## config.mk

```make
export PLATFORM = sky130hd
export DESIGN_NAME = bus_host_arbiter
export DESIGN_NICKNAME = d
export VERILOG_FILES = /design/src/rtl/bus_host_arbiter.sv
export SDC_FILE = /design/constraint.sdc
export NUM_CORES = 1
export LEC_CHECK = 0
export BUFFER_PORTS_ARGS = -buffer_cell sky130_fd_sc_hd__clkbuf_2
export CAP_MARGIN = 15
export CORE_AREA = 3 3 122 124
export CTS_CLUSTER_DIAMETER = 200
export DETAILED_ROUTE_END_ITERATION = 8
export DIE_AREA = 0 0 125 127
export GPL_ROUTABILITY_DRIVEN = 0
export PLACE_DENSITY_LB_ADDON = 0.25
export SLEW_MARGIN = 10
export SYNTH_ARGS = -nofsm -noshare
export SYNTH_HDL_FRONTEND = slang
export SYNTH_SLANG_ARGS = --single-unit
```

## constraint.sdc

```tcl
create_clock -name clk_i -period 2.2 [get_ports clk_i]
set_input_delay 0.22 -clock clk_i [delete_from_list [all_inputs] [get_ports clk_i]]
set_output_delay 0.22 -clock clk_i [all_outputs]
set_load 0.02 [all_outputs]
```

## src/rtl/bus_host_arbiter.sv

```systemverilog
`default_nettype none
// ============================================================================
// Module   : bus_host_arbiter
// Purpose  : Shares one device request port between NrHosts bus hosts.
//            Each cycle one requesting host is selected, and its address phase
//            is forwarded to the device. Granted host IDs are queued in order,
//            so responses are routed back to the host that issued them.
// Options  : BUS_ARB_RR_EN defined   -> round-robin arbitration
//            BUS_ARB_RR_EN undefined -> fixed priority, lowest index wins
// Revision : 1.0 - initial release
// ============================================================================
module bus_host_arbiter #(
  parameter int unsigned NrHosts        = 2,
  parameter int unsigned DataWidth      = 32,
  parameter int unsigned AddressWidth   = 32,
  parameter int unsigned MaxOutstanding = 2
) (
  input  logic                                      clk_i,
  input  logic                                      rst_ni,
  // host side
  input  logic [NrHosts-1:0]                        host_req_i,
  output logic [NrHosts-1:0]                        host_gnt_o,
  input  logic [NrHosts-1:0][AddressWidth-1:0]      host_addr_i,
  input  logic [NrHosts-1:0]                        host_we_i,
  input  logic [NrHosts-1:0][DataWidth/8-1:0]       host_be_i,
  input  logic [NrHosts-1:0][DataWidth-1:0]         host_wdata_i,
  output logic [NrHosts-1:0]                        host_rvalid_o,
  output logic [NrHosts-1:0][DataWidth-1:0]         host_rdata_o,
  output logic [NrHosts-1:0]                        host_err_o,
  // device side
  output logic                                      dev_req_o,
  input  logic                                      dev_gnt_i,
  output logic [AddressWidth-1:0]                   dev_addr_o,
  output logic                                      dev_we_o,
  output logic [DataWidth/8-1:0]                    dev_be_o,
  output logic [DataWidth-1:0]                      dev_wdata_o,
  input  logic                                      dev_rvalid_i,
  input  logic [DataWidth-1:0]                      dev_rdata_i,
  input  logic                                      dev_err_i,
  // status
  output logic [$clog2(MaxOutstanding+1)-1:0]       outstanding_o,
  output logic                                      unexpected_rsp_o
);

  // --------------------------------------------------------------------------
  // Derived widths
  // --------------------------------------------------------------------------
  localparam int unsigned c_IdW  = $clog2(NrHosts);
  localparam int unsigned c_CntW = $clog2(MaxOutstanding + 1);
  localparam int unsigned c_PtrW = (MaxOutstanding > 1) ? $clog2(MaxOutstanding) : 1;
  localparam int unsigned c_BeW  = DataWidth / 8;

  localparam logic [c_CntW-1:0] c_CntFull = c_CntW'(MaxOutstanding);
  localparam logic [c_PtrW-1:0] c_PtrLast = c_PtrW'(MaxOutstanding - 1);

  // --------------------------------------------------------------------------
  // State
  // --------------------------------------------------------------------------
  logic [c_IdW-1:0]  id_fifo_q [MaxOutstanding];
  logic [c_PtrW-1:0] wr_ptr_q, wr_ptr_d;
  logic [c_PtrW-1:0] rd_ptr_q, rd_ptr_d;
  logic [c_CntW-1:0] count_q, count_d;
  logic              unexp_q, unexp_d;

  // --------------------------------------------------------------------------
  // Combinational control
  // --------------------------------------------------------------------------
  logic [c_IdW-1:0]  w_sel;
  logic              w_any_req;
  logic              w_full;
  logic              w_empty;
  logic              w_push;
  logic              w_pop;
  logic [c_IdW-1:0]  w_head;

  // Pointers step modulo MaxOutstanding, so depths that are not powers of two wrap correctly.
  function automatic logic [c_PtrW-1:0] ptr_inc(input logic [c_PtrW-1:0] p);
    if (p == c_PtrLast) begin
      return '0;
    end
    return p + c_PtrW'(1);
  endfunction

  assign w_any_req = |host_req_i;
  assign w_full    = (count_q == c_CntFull);
  assign w_empty   = (count_q == '0);

  // The full check uses the registered count, so a pop in this cycle does not free a slot until the next cycle.
  assign dev_req_o = w_any_req & ~w_full;
  assign w_push    = dev_req_o & dev_gnt_i;
  assign w_pop     = dev_rvalid_i & ~w_empty;
  assign w_head    = id_fifo_q[rd_ptr_q];

`ifdef BUS_ARB_RR_EN
  // --------------------------------------------------------------------------
  // Round-robin selection: search begins at rr_q and wraps around the hosts.
  // --------------------------------------------------------------------------
  logic [c_IdW-1:0] rr_q, rr_d;

  logic [2*NrHosts-1:0] w_req_dbl;
  logic [2*NrHosts-1:0] w_req_shift;
  logic [NrHosts-1:0]   w_req_rot;
  logic [c_IdW:0]       w_off;
  logic [c_IdW:0]       w_sum;

  // Rotate the request vector so bit 0 is the host at rr_q, then take the first set bit.
  always_comb begin
    w_req_dbl   = {host_req_i, host_req_i};
    w_req_shift = w_req_dbl >> rr_q;
    w_req_rot   = w_req_shift[NrHosts-1:0];
    w_off       = '0;
    for (int i = int'(NrHosts) - 1; i >= 0; i--) begin
      if (w_req_rot[i]) begin
        w_off = (c_IdW+1)'(i);
      end
    end
    w_sum = {1'b0, rr_q} + w_off;
    if (w_sum >= (c_IdW+1)'(NrHosts)) begin
      w_sum = w_sum - (c_IdW+1)'(NrHosts);
    end
    w_sel = w_sum[c_IdW-1:0];
  end

  // After each grant, the host following the winner gets first priority next time.
  always_comb begin
    rr_d = rr_q;
    if (w_push) begin
      if (w_sel == c_IdW'(NrHosts - 1)) begin
        rr_d = '0;
      end else begin
        rr_d = w_sel + c_IdW'(1);
      end
    end
  end

  // The round-robin pointer only moves on cycles that issue a grant.
  always_ff @(posedge clk_i) begin
    if (!rst_ni) begin
      rr_q <= '0;
    end else begin
      rr_q <= rr_d;
    end
  end
`else
  // --------------------------------------------------------------------------
  // Fixed priority selection: the lowest-index requester wins.
  // --------------------------------------------------------------------------
  // Scanning from the top down lets the lowest requesting index overwrite w_sel last.
  always_comb begin
    w_sel = '0;
    for (int i = int'(NrHosts) - 1; i >= 0; i--) begin
      if (host_req_i[i]) begin
        w_sel = c_IdW'(i);
      end
    end
  end
`endif

  // --------------------------------------------------------------------------
  // Device address phase: forward the selected host's fields, or zero when idle.
  // --------------------------------------------------------------------------
  assign dev_addr_o  = dev_req_o ? host_addr_i[w_sel]  : '0;
  assign dev_we_o    = dev_req_o ? host_we_i[w_sel]    : 1'b0;
  assign dev_be_o    = dev_req_o ? host_be_i[w_sel]    : {c_BeW{1'b0}};
  assign dev_wdata_o = dev_req_o ? host_wdata_i[w_sel] : '0;

  // Grant and response routing: one-hot on the selected host or the FIFO head.
  always_comb begin
    host_gnt_o            = '0;
    host_rvalid_o         = '0;
    host_err_o            = '0;
    host_gnt_o[w_sel]     = w_push;
    host_rvalid_o[w_head] = w_pop;
    host_err_o[w_head]    = w_pop & dev_err_i;
  end

  // Read data is broadcast to all hosts, and each host qualifies it with its own rvalid.
  for (genvar g = 0; g < int'(NrHosts); g++) begin : g_rdata
    assign host_rdata_o[g] = dev_rdata_i;
  end

  // --------------------------------------------------------------------------
  // ID FIFO bookkeeping
  // --------------------------------------------------------------------------
  // Next-state pointers, count and the sticky unexpected-response flag.
  always_comb begin
    wr_ptr_d = wr_ptr_q;
    rd_ptr_d = rd_ptr_q;
    count_d  = count_q;
    unexp_d  = unexp_q;
    if (w_push) begin
      wr_ptr_d = ptr_inc(wr_ptr_q);
    end
    if (w_pop) begin
      rd_ptr_d = ptr_inc(rd_ptr_q);
    end
    case ({w_push, w_pop})
      2'b10:   count_d = count_q + c_CntW'(1);
      2'b01:   count_d = count_q - c_CntW'(1);
      default: count_d = count_q;
    endcase
    if (dev_rvalid_i && w_empty) begin
      unexp_d = 1'b1;
    end
  end

  // Control registers are cleared by reset, which also flushes any in-flight IDs.
  always_ff @(posedge clk_i) begin
    if (!rst_ni) begin
      wr_ptr_q <= '0;
      rd_ptr_q <= '0;
      count_q  <= '0;
      unexp_q  <= 1'b0;
    end else begin
      wr_ptr_q <= wr_ptr_d;
      rd_ptr_q <= rd_ptr_d;
      count_q  <= count_d;
      unexp_q  <= unexp_d;
    end
  end

  // Store the granted host ID. The storage needs no reset because the count guards every read.
  always_ff @(posedge clk_i) begin
    if (w_push) begin
      id_fifo_q[wr_ptr_q] <= w_sel;
    end
  end

  assign outstanding_o    = count_q;
  assign unexpected_rsp_o = unexp_q;

endmodule
`default_nettype wire

```

Word-level counts from Yosys, hierarchy flattened
Memory sizes are Yosys's and may differ from the RTL's. A register that Yosys moved wholly into a read port is not among the register bits.
Index checks and enable logic that the tools add are counted.
{"block": "totals", "ram_bits": 2, "rom_bits": 0, "out_inout_bits": 143, "latchBits": 0, "input_bits": 177, "reg_bits": 5, "elab_cells": 62, "memories": 1}
{"memory": "id_fifo_q", "words": 2, "word_bits": 1, "rd": 1, "rd_clocked_by_memory_dff": 1, "write_ports": 1, "line_no": "59", "source": "logic [c_IdW-1:0] id_fifo_q [MaxOutstanding];"}
{"block": "op_classes", "n_eq_ne": 3, "order_cmp": 4, "div": 0, "mul": 0, "add_sub_neg": 4, "n_shift": 0, "bitwise_logic": 9, "n_mux": 31, "n_reduce_logical": 6}
{"operator": "$mux 32", "count": 6}
{"operator": "$mux 1", "count": 19}
{"operator": "$mux 4", "count": 3}
{"operator": "$and 2x2->2", "count": 3}
{"operator": "$and 1x1->1", "count": 4}
{"operator": "$eq 2x2->1 const B", "count": 2}
{"operator": "$lt 1x2->1 const B", "count": 2}
{"operator": "$pmux 2 s2", "count": 1}
{"operator": "$logic_and 1x1->1", "count": 3}
{"operator": "$add 1x1->1 const B", "count": 2}
{"operator": "$add 2x1->2 const B", "count": 1}
{"operator": "$demux 1 s1", "count": 2}
{"operator": "$eq 2x1->1 const B", "count": 1}
{"operator": "$ge 1x1->1 const B", "count": 2}
{"operator": "$logic_not 2->1", "count": 1}
{"operator": "$not 1->1", "count": 2}
{"operator": "$reduce_bool 2->1", "count": 1}
{"operator": "$reduce_or 2->1", "count": 1}
{"operator": "$sub 2x1->2 const B", "count": 1}

Depth between registers and ports, before layout
Gate-level depths: netlist (run 1).
{"block": "depth", "ltp_word": 7, "mapped_depth": 7, "ltp_nobuf": 6}

Worst setup path before layout (run 1)
Ideal clock, no wire load.
{"block": "synth_timing", "kind": "reg2reg", "startpoint": "register count_q[0] (netlist: outstanding_o[0])", "endpoint": "register count_q[1] (netlist: outstanding_o[1])", "arrival_time_ps": 1668, "setup_slack_ps": 462, "required_time_ps": 2130, "path_stages_with_launch": 7, "synth_period_minus_slack_ps": 1738, "setup_time_ps": 70, "n_path_buf": 1, "cell_sequence": "dfxtp_1 > buf_4 > o21ai_1 > inv_1 > ha_1 > or3_1 > a21boi_1"}
{"block": "synth_via", "elab_cells_between_ends": 13, "classes_between": "add/sub: 2; eq/ne: 3; mux: 1; bitwise: 5; reduce/logical: 2"}
{"element": "from (decl)", "line_no": "62", "source": "logic [c_CntW-1:0] count_q, count_d;"}
{"element": "from (signal assigned)", "line_no": "217", "source": "count_q <= count_d;"}
{"element": "$logic_not 2->1 *", "line_no": "86", "source": "assign w_empty = (count_q == '0);"}
{"element": "$not 1->1 *", "line_no": "91", "source": "assign w_pop = dev_rvalid_i & ~w_empty;"}
{"element": "$and 1x1->1 *", "line_no": "91"}
{"element": "named net w_pop", "line_no": "73", "source": "logic w_pop;"}
{"element": "$eq 2x1->1 or $eq 2x2->1 (tied branches)", "line_no": "197", "source": "case ({w_push, w_pop})"}
{"element": "$pmux 2 s2 or $reduce_bool 2->1 (tied branches)"}
Mark *: on every way through the listed nets, which the timed path passes. The rest lies on a longest branch.
A chain may end at the register's enable or synchronous reset.

Final worst setup path (run 1)
{"block": "layout_timing", "startpoint": "register count_q[1] (netlist: outstanding_o[1])", "endpoint": "output dev_req_o"}
{"block": "layout_via", "elab_chain_cells": 3}
{"element": "$eq 2x2->1", "line_no": "85", "source": "assign w_full = (count_q == c_CntFull);"}
{"element": "$not 1->1", "line_no": "89", "source": "assign dev_req_o = w_any_req & ~w_full;"}
{"element": "$and 1x1->1", "line_no": "89"}
{"element": "to (decl)", "line_no": "31", "source": "output logic dev_req_o,"}
No other way between the ends.

==> metrics.md, run 1 <==
| Metric | Value |
|---|---|
| GRT Util Overall | `0.0884` |
| Net Sw Frac | `0.525` |
| Mapped Avg Cell Area | `6.36 sq um` |
| Final period util | `0.821` |
| Port buffer count | `223` |
| NetSw | `0.00107 W` |
| Status | `complete, no violations` |
| Vias per Instance | `3.94` |
| Max Buffers Root-to-Sink | `2` |
| Multi-input gate area | `905 sq um` |
| DIE HEIGHT | `127 um` |
| Flops & latches, synth | `8` |
| Worst-path clk slew | `0.04 ns` |
| H-tree depth | `1` |
| CP Capture Type | `output pin` |
| DIE AREA | `15,900 sq um` |
| Sequential share of power | `0.117` |
| Fin nets | `595` |
| CTS tree | `built` |
| # clock sinks | `8` |
| Most frequent cell after synthesis | `buf_4` |
| Clk_lat worst skew | `0.23 ns` |
| CP Data Required Time | `1.98 ns` |
| Final hold viol count | `0` |
| Hold_ws | `0.293 ns` |
| Die width | `125 um` |
| Synthesized area | `1720 sq um` |
| Largest cells by area after synthesis | `buf_4 33%, o22ai_1 24%, nor2_1 16%, dfxtp_1 7.0%, edfxtp_1 3.5%` |
| Drt total wl | `7630 um` |
| Global route overflow | `0` |
| Routed WL per cell | `12.8 um` |
| DR iter-0 viols | `69` |
| Clock Power Share | `0.154` |
| DRT Pass-1 Iters | `4` |
| Via Count | `2,349` |
| Final-layout fill cell count | `1,627` |
| Number of buffers inserted by hold repair at cts | `0` |
| Worst vdd ir | `0.000233 V` |
| CP arrival | `1.59 ns` |
| CTS Buf Count | `3` |
| Post-Synthesis Cells | `270` |
| HP Class | `in -> reg` |
| Area delta synth->final | `49.7%` |
| Logic pwr share | `0.729` |
| Inserted Diodes | `0` |
| Post-synth EDFFs | `2` |
| Setup_tns | `0 ns` |
| CTS Root Cell | `clkbuf_16` |
| Layout cells sized above 1 | `0.572` |
| Initial antenna violation count | `0` |
| Yosys Warn Count | `0` |
| Power density cells | `794 nW/um^2` |
| RSZ-0062 raised after global routing | `no` |
| First-pass GRT wire length | `11,800 um` |
| IO Count | `320` |
| Setup CP Type | `reg -> out` |
| Synth cell count leaders | `75 x buf_4, 72 x nor2_1, 67 x o22ai_1, 8 x clkbuf_1` |
| Final ANT Viol Nets | `0` |
| CP max FO | `43` |
| Leading area contributor after synthesis | `buf_4` |
| Sequential cell area | `180 sq um` |
| Largest net degree at the start of global routing | `45` |
| Internal power | `0.000970 W` |
| Achievable frequency | `0.553 GHz` |
| Post_cts resized | `0` |
| Clock Skew | `0.000423 ns` |
| Max-slew violations | `0` |
| Initial core utilization | `0.124` |
| Post-synth top area share | `0.328` |
| Slew @ Worst Pin | `0.475 ns` |
| Pleak | `1.40 nW` |
| Slew margin rel. | `0.683` |
| Core Box Area | `13,900 sq um` |
| Post-synth ARST share | `0` |
| Core Rows | `43` |
| Final min period | `1.81 ns` |
| Vias in the first global route | `2,290` |
| Yosys cell types | `25` |
| Sequential area share after synthesis | `0.105` |
| Post-CTS setup buffer count | `0` |
| Max-cap viol count | `0` |
| DRC | `0` |
| Finish-stage setup viols | `0` |
| Mapped Nets | `448` |
| Setup crit start kind | `flip-flop` |
| Hpwl dp | `6560 um` |
| Primary FF master, synth | `dfxtp_1` |
routing by layer:
layer / vias up / global-route usage / wire [um]
met5: - / 0 / 0
met4: 0 / 0.0351 / 225
met3: 32 / 0.0171 / 777
met2: 147 / 0.165 / 3840
met1: 1005 / 0.0987 / 2800
li1: 1165 / - / -
cell type report:
type                            instances  share of cell area
Timing Repair Buffer                  229               0.451
Multi-Input combinational cell        169               0.352
Tap cell                              180              0.0875
Sequential cell                         8              0.0700
Clock buffer                            4              0.0306
Inverter                                6             0.00875
stage by stage:
step | instance area, sq um | util | worst slack, ns | instances | power (W)
2_1_floorplan | 1720 | - | 0.462 | 270 | 0.00137
3_5_place_dp | 2490 | 0.180 | 0.427 | 592 | 0.00175
5_1_grt | 2570 | 0.185 | 0.247 | 596 | 0.00220
4_1_cts | 2570 | 0.185 | 0.379 | 596 | 0.00207
6_report | 2570 | 0.185 | 0.393 | 596 | 0.00204
3_3_place_gp | 2490 | 0.180 | 0.492 | 592 | 0.00175
worst max-delay path: stages, from the launching register on:
cell and delay (ns):
dfxtp_1 0.39, inv_2 0.09, o22ai_4 0.15, buf_4 0.41, inv_1 0.12, clkbuf_2 0.18
cells by family after synthesis:
family | count (synthesis) | share of synthesized area
xor gates and xnor gates | 3 | 0.0153
AOI/OAI and AO/OA | 75 | 0.284
muxes | 2 | 0.0117
and+or+nand+nor | 88 | 0.207
DFF | 8 | 0.105
adders and majority gates | 1 | 0.00728
buffers and inverters | 93 | 0.370
power groups by stage:
stage          logic [W]  clock network [W]  registers [W]
2_1_floorplan    0.00113                  0       0.000242
3_3_place_gp     0.00151                  0       0.000237
3_5_place_dp     0.00150                  0       0.000241
4_1_cts          0.00151           0.000323       0.000239
5_1_grt          0.00163           0.000332       0.000244
6_report         0.00149           0.000316       0.000238
layout by cell type (no fill, tap or decap), types with 2 or more instances in the layout:
cell and instances:
clkbuf_2 223, nor2_1 72, o22ai_1 67, nand2_1 6, dfxtp_1 6, buf_4 6
and2_1 4, inv_2 3, inv_1 3, xnor2_1 3, clkbuf_16 3, a21oi_1 2
mux2i_1 2, and3_1 2, edfxtp_1 2
path summary, 6_finish.rpt:
kind	from	end	slack, ns	depth (start not counted)
worst min-delay path	rst_ni	rd_ptr_q	0.29	2
worst max register to register	outstanding_o[0]	outstanding_o[1]	0.42	5
worst min register to register	wr_ptr_q	wr_ptr_q	0.49	2
worst max-delay path	outstanding_o[1]	dev_req_o	0.39	5
Note: power is estimated with default switching activity, not from simulation.
==> run 2: changes to the inputs <==
- clock period: 2.2 -> 1.7 ns (I/O delays scaled with it)
==> run 2 against run 1 <==
Compared with the run above: critical path depth stayed put; largest power group unchanged; die area stayed put; global-route usage is 0.088 points lower.
==> metrics.md, run 2 (synthesis results as in run 1) <==
| Metric | Value |
|---|---|
| Status | `complete, no violations` |
| Layout cells sized above 1 | `0.579 (+0.00683)` |
| Finish-stage setup viols | `0 (unchanged)` |
| Max-slew violations | `0 (unchanged)` |
| Worst Hold Path Cells | `3 (+1)` |
| RSZ-0062 raised after global routing | `no` |
| CTS Root Cell | `clkbuf_16` |
| Worst-path clk slew | `0.04 ns (about the same)` |
| # clock sinks | `8 (unchanged)` |
| Drt total wl | `7770 um (+1.8%)` |
| Number of buffers inserted by hold repair at cts | `0 (unchanged)` |
| Clock Skew | `0.00208 ns (+0.00166 ns)` |
| Pleak | `1.43 nW (+2.4%)` |
| H-tree depth | `1 (unchanged)` |
| CP arrival | `1.72 ns (+0.13 ns)` |
| Most frequent cells in the layout | `223 x clkbuf_2, 72 x nor2_1, 67 x o22ai_1` |
| Max Buffers Root-to-Sink | `2 (unchanged)` |
| Inserted Diodes | `0 (unchanged)` |
| Slew margin rel. | `0.790 (+0.107)` |
| Final period util | `0.923` |
| Pre-CTS setup slack | `0.146 ns (-0.281 ns)` |
| Largest net degree at the start of global routing | `68 (+51%)` |
| First-pass GRT wire length | `11,600 um (-2.2%)` |
| Final min period | `1.57 ns` |
| Worst-case reg-to-reg path depth | `5 (unchanged)` |
| IO Count | `320 (unchanged)` |
| Hpwl dp | `6540 um (-0.29%)` |
| DR iter-0 viols | `36 (-48%)` |
| Via Count | `2,394 (+1.9%)` |
| Routed WL per cell | `13.0 um (+1.5%)` |
| Port buffer count | `223 (unchanged)` |
| CTS Buf Count | `3 (unchanged)` |
| Setup crit start kind | `flip-flop` |
| Vias per Instance | `4.00 (+1.6%)` |
| Slew @ Worst Pin | `0.307 ns (-0.169 ns)` |
| Core Rows | `43 (unchanged)` |
| DIE AREA | `15,900 sq um (unchanged)` |
| CTS tree | `built` |
| DRC | `0 (unchanged)` |
| Clk_lat worst skew | `0.23 ns (about the same)` |
| Utilization after layout | `0.191 (+0.00595)` |
| Vias in the first global route | `2,271 (-0.83%)` |
| Core Box Area | `13,900 sq um (unchanged)` |
| Post_cts resized | `0 (unchanged)` |
| Area delta synth->final | `54.6%` |
| Max-cap viol count | `0 (unchanged)` |
| Power density cells | `1030 nW/um^2 (+30%)` |
| Final ANT Viol Nets | `0 (unchanged)` |
| Post-CTS setup buffer count | `0 (unchanged)` |
| Commonest non-fill, non-tap cell in the layout | `clkbuf_2` |
| Initial core utilization | `0.124 (unchanged)` |
| Initial antenna violation count | `0 (unchanged)` |
| DRT Pass-1 Iters | `4 (unchanged)` |
| Fin worst setup slack | `0.131 ns (-0.262 ns)` |
| CP Data Required Time | `1.85 ns (-0.13 ns)` |
| Die width | `125 um (unchanged)` |
| HP Class | `in -> reg` |
| Final hold viol count | `0 (unchanged)` |
| CP max FO | `4 (-91%)` |
| CP Capture Type | `flip-flop` |
| Setup_tns | `0 ns (unchanged)` |
| Achievable frequency | `0.637 GHz` |
| Worst vdd ir | `0.000207 V (-11%)` |
| DIE HEIGHT | `127 um (unchanged)` |
| GRT Util Overall | `0.0875 (-0.000878)` |
| Setup CP Type | `reg -> reg` |
| Fin nets | `597 (+0.34%)` |
| Global route overflow | `0 (unchanged)` |
## run 2: cell count changes in the layout (fill, tap and decap cells not counted), sizes merged
cell  before  now
buf        6    8
## run 2: critical path, cell delays in order (launching register included)
cell and delay, ns:
dfxtp_1 0.36, o21ai_2 0.17, inv_1 0.09, ha_1 0.33, or3_1 0.38, a21boi_1 0.16
## run 2: metrics by stage
step                hold slack [ns]  cells  total power [W]  instance area (sq um)
floorplan                     0.292    270          0.00178                   1720
global placement              0.340    594          0.00236                   2580
finish                        0.243    598          0.00275                   2660
global route                  0.268    598          0.00294                   2660
CTS                           0.241    598          0.00279                   2660
detailed placement            0.340    594          0.00236                   2580
## run 2: cell type report
cell class,instances,area [sq um]
multi-input combinational,169,908
sequential,8,181
inverter,6,22.5
fill,1595,11200
clock buffer,4,78.8
tap,180,225
timing repair buffer,231,1240
## run 2: final timing paths
path | from | to | slack [ns]
setup reg to reg | outstanding_o[0] | outstanding_o[1] | 0.13
setup / recovery | outstanding_o[0] | outstanding_o[1] | 0.13
hold reg to reg | wr_ptr_q | wr_ptr_q | 0.50
hold / removal | dev_rvalid_i | unexpected_rsp_o | 0.24
## run 2: where the power goes
group,internal (W),switching [W],total [W]
clock,0.000313,0.0000962,0.000409
combinational,0.000763,0.00127,0.00203
sequential,0.000254,0.0000490,0.000303
## run 2: per-layer routing
layer	vias to the layer above	global-route usage	share of wire
met5	-	0	0
li1	1168	-	-
met3	35	0.0205	0.11
met4	0	0.0402	0.036
met2	149	0.166	0.51
met1	1042	0.0914	0.35
==> run 3: changes to the inputs <==
--- a/constraint.sdc
+++ b/constraint.sdc
@@ -3,2 +3,2 @@
 set_output_delay 0.17 -clock clk_i [all_outputs]
-set_load 0.02 [all_outputs]
+set_load 0.005 [all_outputs]
==> run 3 against run 2 <==
Compared with the run above: sequential share of layout area is essentially flat; non-clock buffer count grew 1; critical path type is now reg -> out; total power shrank 21%; critical path depth is the same; die area is the same; cell count grew 0.17%; first-iteration DRC count grew 140%; via count shrank 0.88%; global-route usage shrank 0.11 points; setup slack lost 0.017 ns.
==> metrics.md, run 3 (synthesis results as in run 1) <==
| Metric | Value |
|---|---|
| Pleak | `1.43 nW (-0.19%)` |
| HP Class | `in -> reg` |
| CP arrival | `1.42 ns (-0.30 ns)` |
| H-tree depth | `1 (unchanged)` |
| Worst-path clk slew | `0.04 ns (about the same)` |
| Slew margin rel. | `0.808 (+0.0183)` |
| Most frequent cells in the layout | `223 x clkbuf_2, 72 x nor2_1, 67 x o22ai_1` |
| Global route overflow | `0 (unchanged)` |
| Initial antenna violation count | `0 (unchanged)` |
| CP Capture Type | `output pin` |
| Slowest Stage Delay on Critical Path | `0.41 ns (+0.03 ns)` |
| RSZ-0062 raised after global routing | `no` |
| Final min period | `1.59 ns (+0.0166 ns)` |
| # clock sinks | `8 (unchanged)` |
| DRC | `0 (unchanged)` |
| Port buffer count | `223 (unchanged)` |
| Worst Hold Path Cells | `2 (-1)` |
| Final hold viol count | `0 (unchanged)` |
| Largest net degree at the start of global routing | `45 (-34%)` |
| Power density cells | `824 nW/um^2 (-20%)` |
| Area after DPL | `2550 sq um (-0.87%)` |
| Reg2Reg Launch Point | `outstanding_o[1]` |
| CP Data Required Time | `1.53 ns (-0.32 ns)` |
| Finish-stage setup viols | `0 (unchanged)` |
| Layout cells sized above 1 | `0.578 (-0.00138)` |
| First-pass GRT wire length | `11,600 um (+0.12%)` |
| Max Buffers Root-to-Sink | `2 (unchanged)` |
| CTS tree | `built` |
| Core Box Area | `13,900 sq um (unchanged)` |
| Commonest non-fill, non-tap cell in the layout | `clkbuf_2` |
| Setup CP Type | `reg -> out` |
| CP Depth | `5 (unchanged)` |
| Initial core utilization | `0.124 (unchanged)` |
| Inserted Diodes | `0 (unchanged)` |
| Via Count | `2,373 (-0.88%)` |
| Clock Skew | `0.00170 ns (-0.000381 ns)` |
| Setup crit start kind | `flip-flop` |
| Hpwl dp | `6600 um (+0.97%)` |
| DRT Pass-1 Iters | `4 (unchanged)` |
| WP buf/inv | `3 (+2)` |
| DIE AREA | `15,900 sq um (unchanged)` |
| Core Rows | `43 (unchanged)` |
| CTS Buf Count | `3 (unchanged)` |
| Worst-case reg-to-reg path depth | `5 (unchanged)` |
| R2R setup slack | `0.13 ns (about the same)` |
| Area delta synth->final | `53.9%` |
| IO Count | `320 (unchanged)` |
| Clk_lat worst skew | `0.23 ns (about the same)` |
| Max-slew violations | `0 (unchanged)` |
| Routed WL per cell | `12.6 um (-2.9%)` |
| Achievable frequency | `0.631 GHz (-1.0%)` |
| DR iter-0 viols | `88 (+140%)` |
| Status | `complete, no violations` |
| GRT Util Overall | `0.0864 (-0.00105)` |
| Post-route insts no fill | `599 (+0.17%)` |
| Number of buffers inserted by hold repair at cts | `0 (unchanged)` |
| Worst vdd ir | `0.000252 V (+22%)` |
| Reg2reg end | `outstanding_o[1]` |
| CTS Root Cell | `clkbuf_16` |
| Drt total wl | `7560 um (-2.7%)` |
| Die width | `125 um (unchanged)` |
| Max stage delay cell, worst path | `dfxtp_1` |
| Setup_tns | `0 ns (unchanged)` |
| Worst hold start | `rst_ni` |
| Max-cap viol count | `0 (unchanged)` |
| Worst-path cell chain | `inv_2 -> o22ai_4 -> buf_12 -> nor2_1 -> clkbuf_2` |
| Slew @ Worst Pin | `0.280 ns (-0.0267 ns)` |
| DIE HEIGHT | `127 um (unchanged)` |
| Final Instance Area | `2640 sq um (-0.42%)` |
| Final period util | `0.933 (+0.00976)` |
| Vias in the first global route | `2,305 (+1.5%)` |
| CP max FO | `42 (+38)` |
| Vias per Instance | `3.96 (-1.0%)` |
| Placed insts | `595 (+0.17%)` |
| CP top delay family | `buffers and inverters` |
| Final ANT Viol Nets | `0 (unchanged)` |
| Fin nets | `598 (+0.17%)` |
==> run 3: cell count changes in the layout (fill, tap and decap cells not counted), sizes merged <==
| cell | before | now |
|---|---|---|
| buf | 8 | 9 |
==> run 3: worst max-delay path by stage <==
stage | to | start | slack (ns)
after floorplan | outstanding_o[1] | outstanding_o[0] | 0.04
after global placement | outstanding_o[1] | outstanding_o[0] | 0.16
after detailed placement | outstanding_o[1] | outstanding_o[0] | 0.14
after CTS | dev_addr_o[1] | outstanding_o[1] | 0.06
after global routing | dev_addr_o[8] | outstanding_o[1] | 0.02
final | dev_addr_o[10] | outstanding_o[1] | 0.11
==> run 3: per-layer routing <==
layer	global-route usage	vias up	routed length (um)
met5	0	-	0
met3	0.0184	31	801
li1	-	1172	-
met1	0.0967	1025	2730
met2	0.162	145	3820
met4	0.0300	0	215
==> run 3: final cells by class <==
class | count | area, sq um
tap | 180 | 225
clock buffer | 4 | 78.8
multi-input combinational | 169 | 908
fill | 1597 | 11200
sequential | 8 | 180
inverter | 6 | 22.5
timing repair buffer | 232 | 1230
==> run 3: through the flow <==
stage / hold slack (ns) / worst slack, ns / util / power [W]
final: 0.228 / 0.114 / 0.190 / 0.00218
after global routing: 0.254 / 0.0169 / 0.190 / 0.00239
after CTS: 0.237 / 0.0613 / 0.190 / 0.00220
after detailed placement: 0.340 / 0.136 / 0.184 / 0.00178
after global placement: 0.340 / 0.164 / 0.184 / 0.00178
after floorplan: 0.292 / 0.0434 / - / 0.00115
==> run 3: repair_timing <==
item,4_1_cts,5_1_grt
setup endpoints to repair,0,28
gates resized for setup,0,3
buffers inserted,0,0
==> run 3: power breakdown <==
part | internal, W | switching [W] | leakage [nW] | total (W)
Clock | 0.000312 | 0.0000941 | 0.0382 | 0.000407
Combinational | 0.000747 | 0.000726 | 1.32 | 0.00147
Sequential | 0.000252 | 0.0000467 | 0.0685 | 0.000299
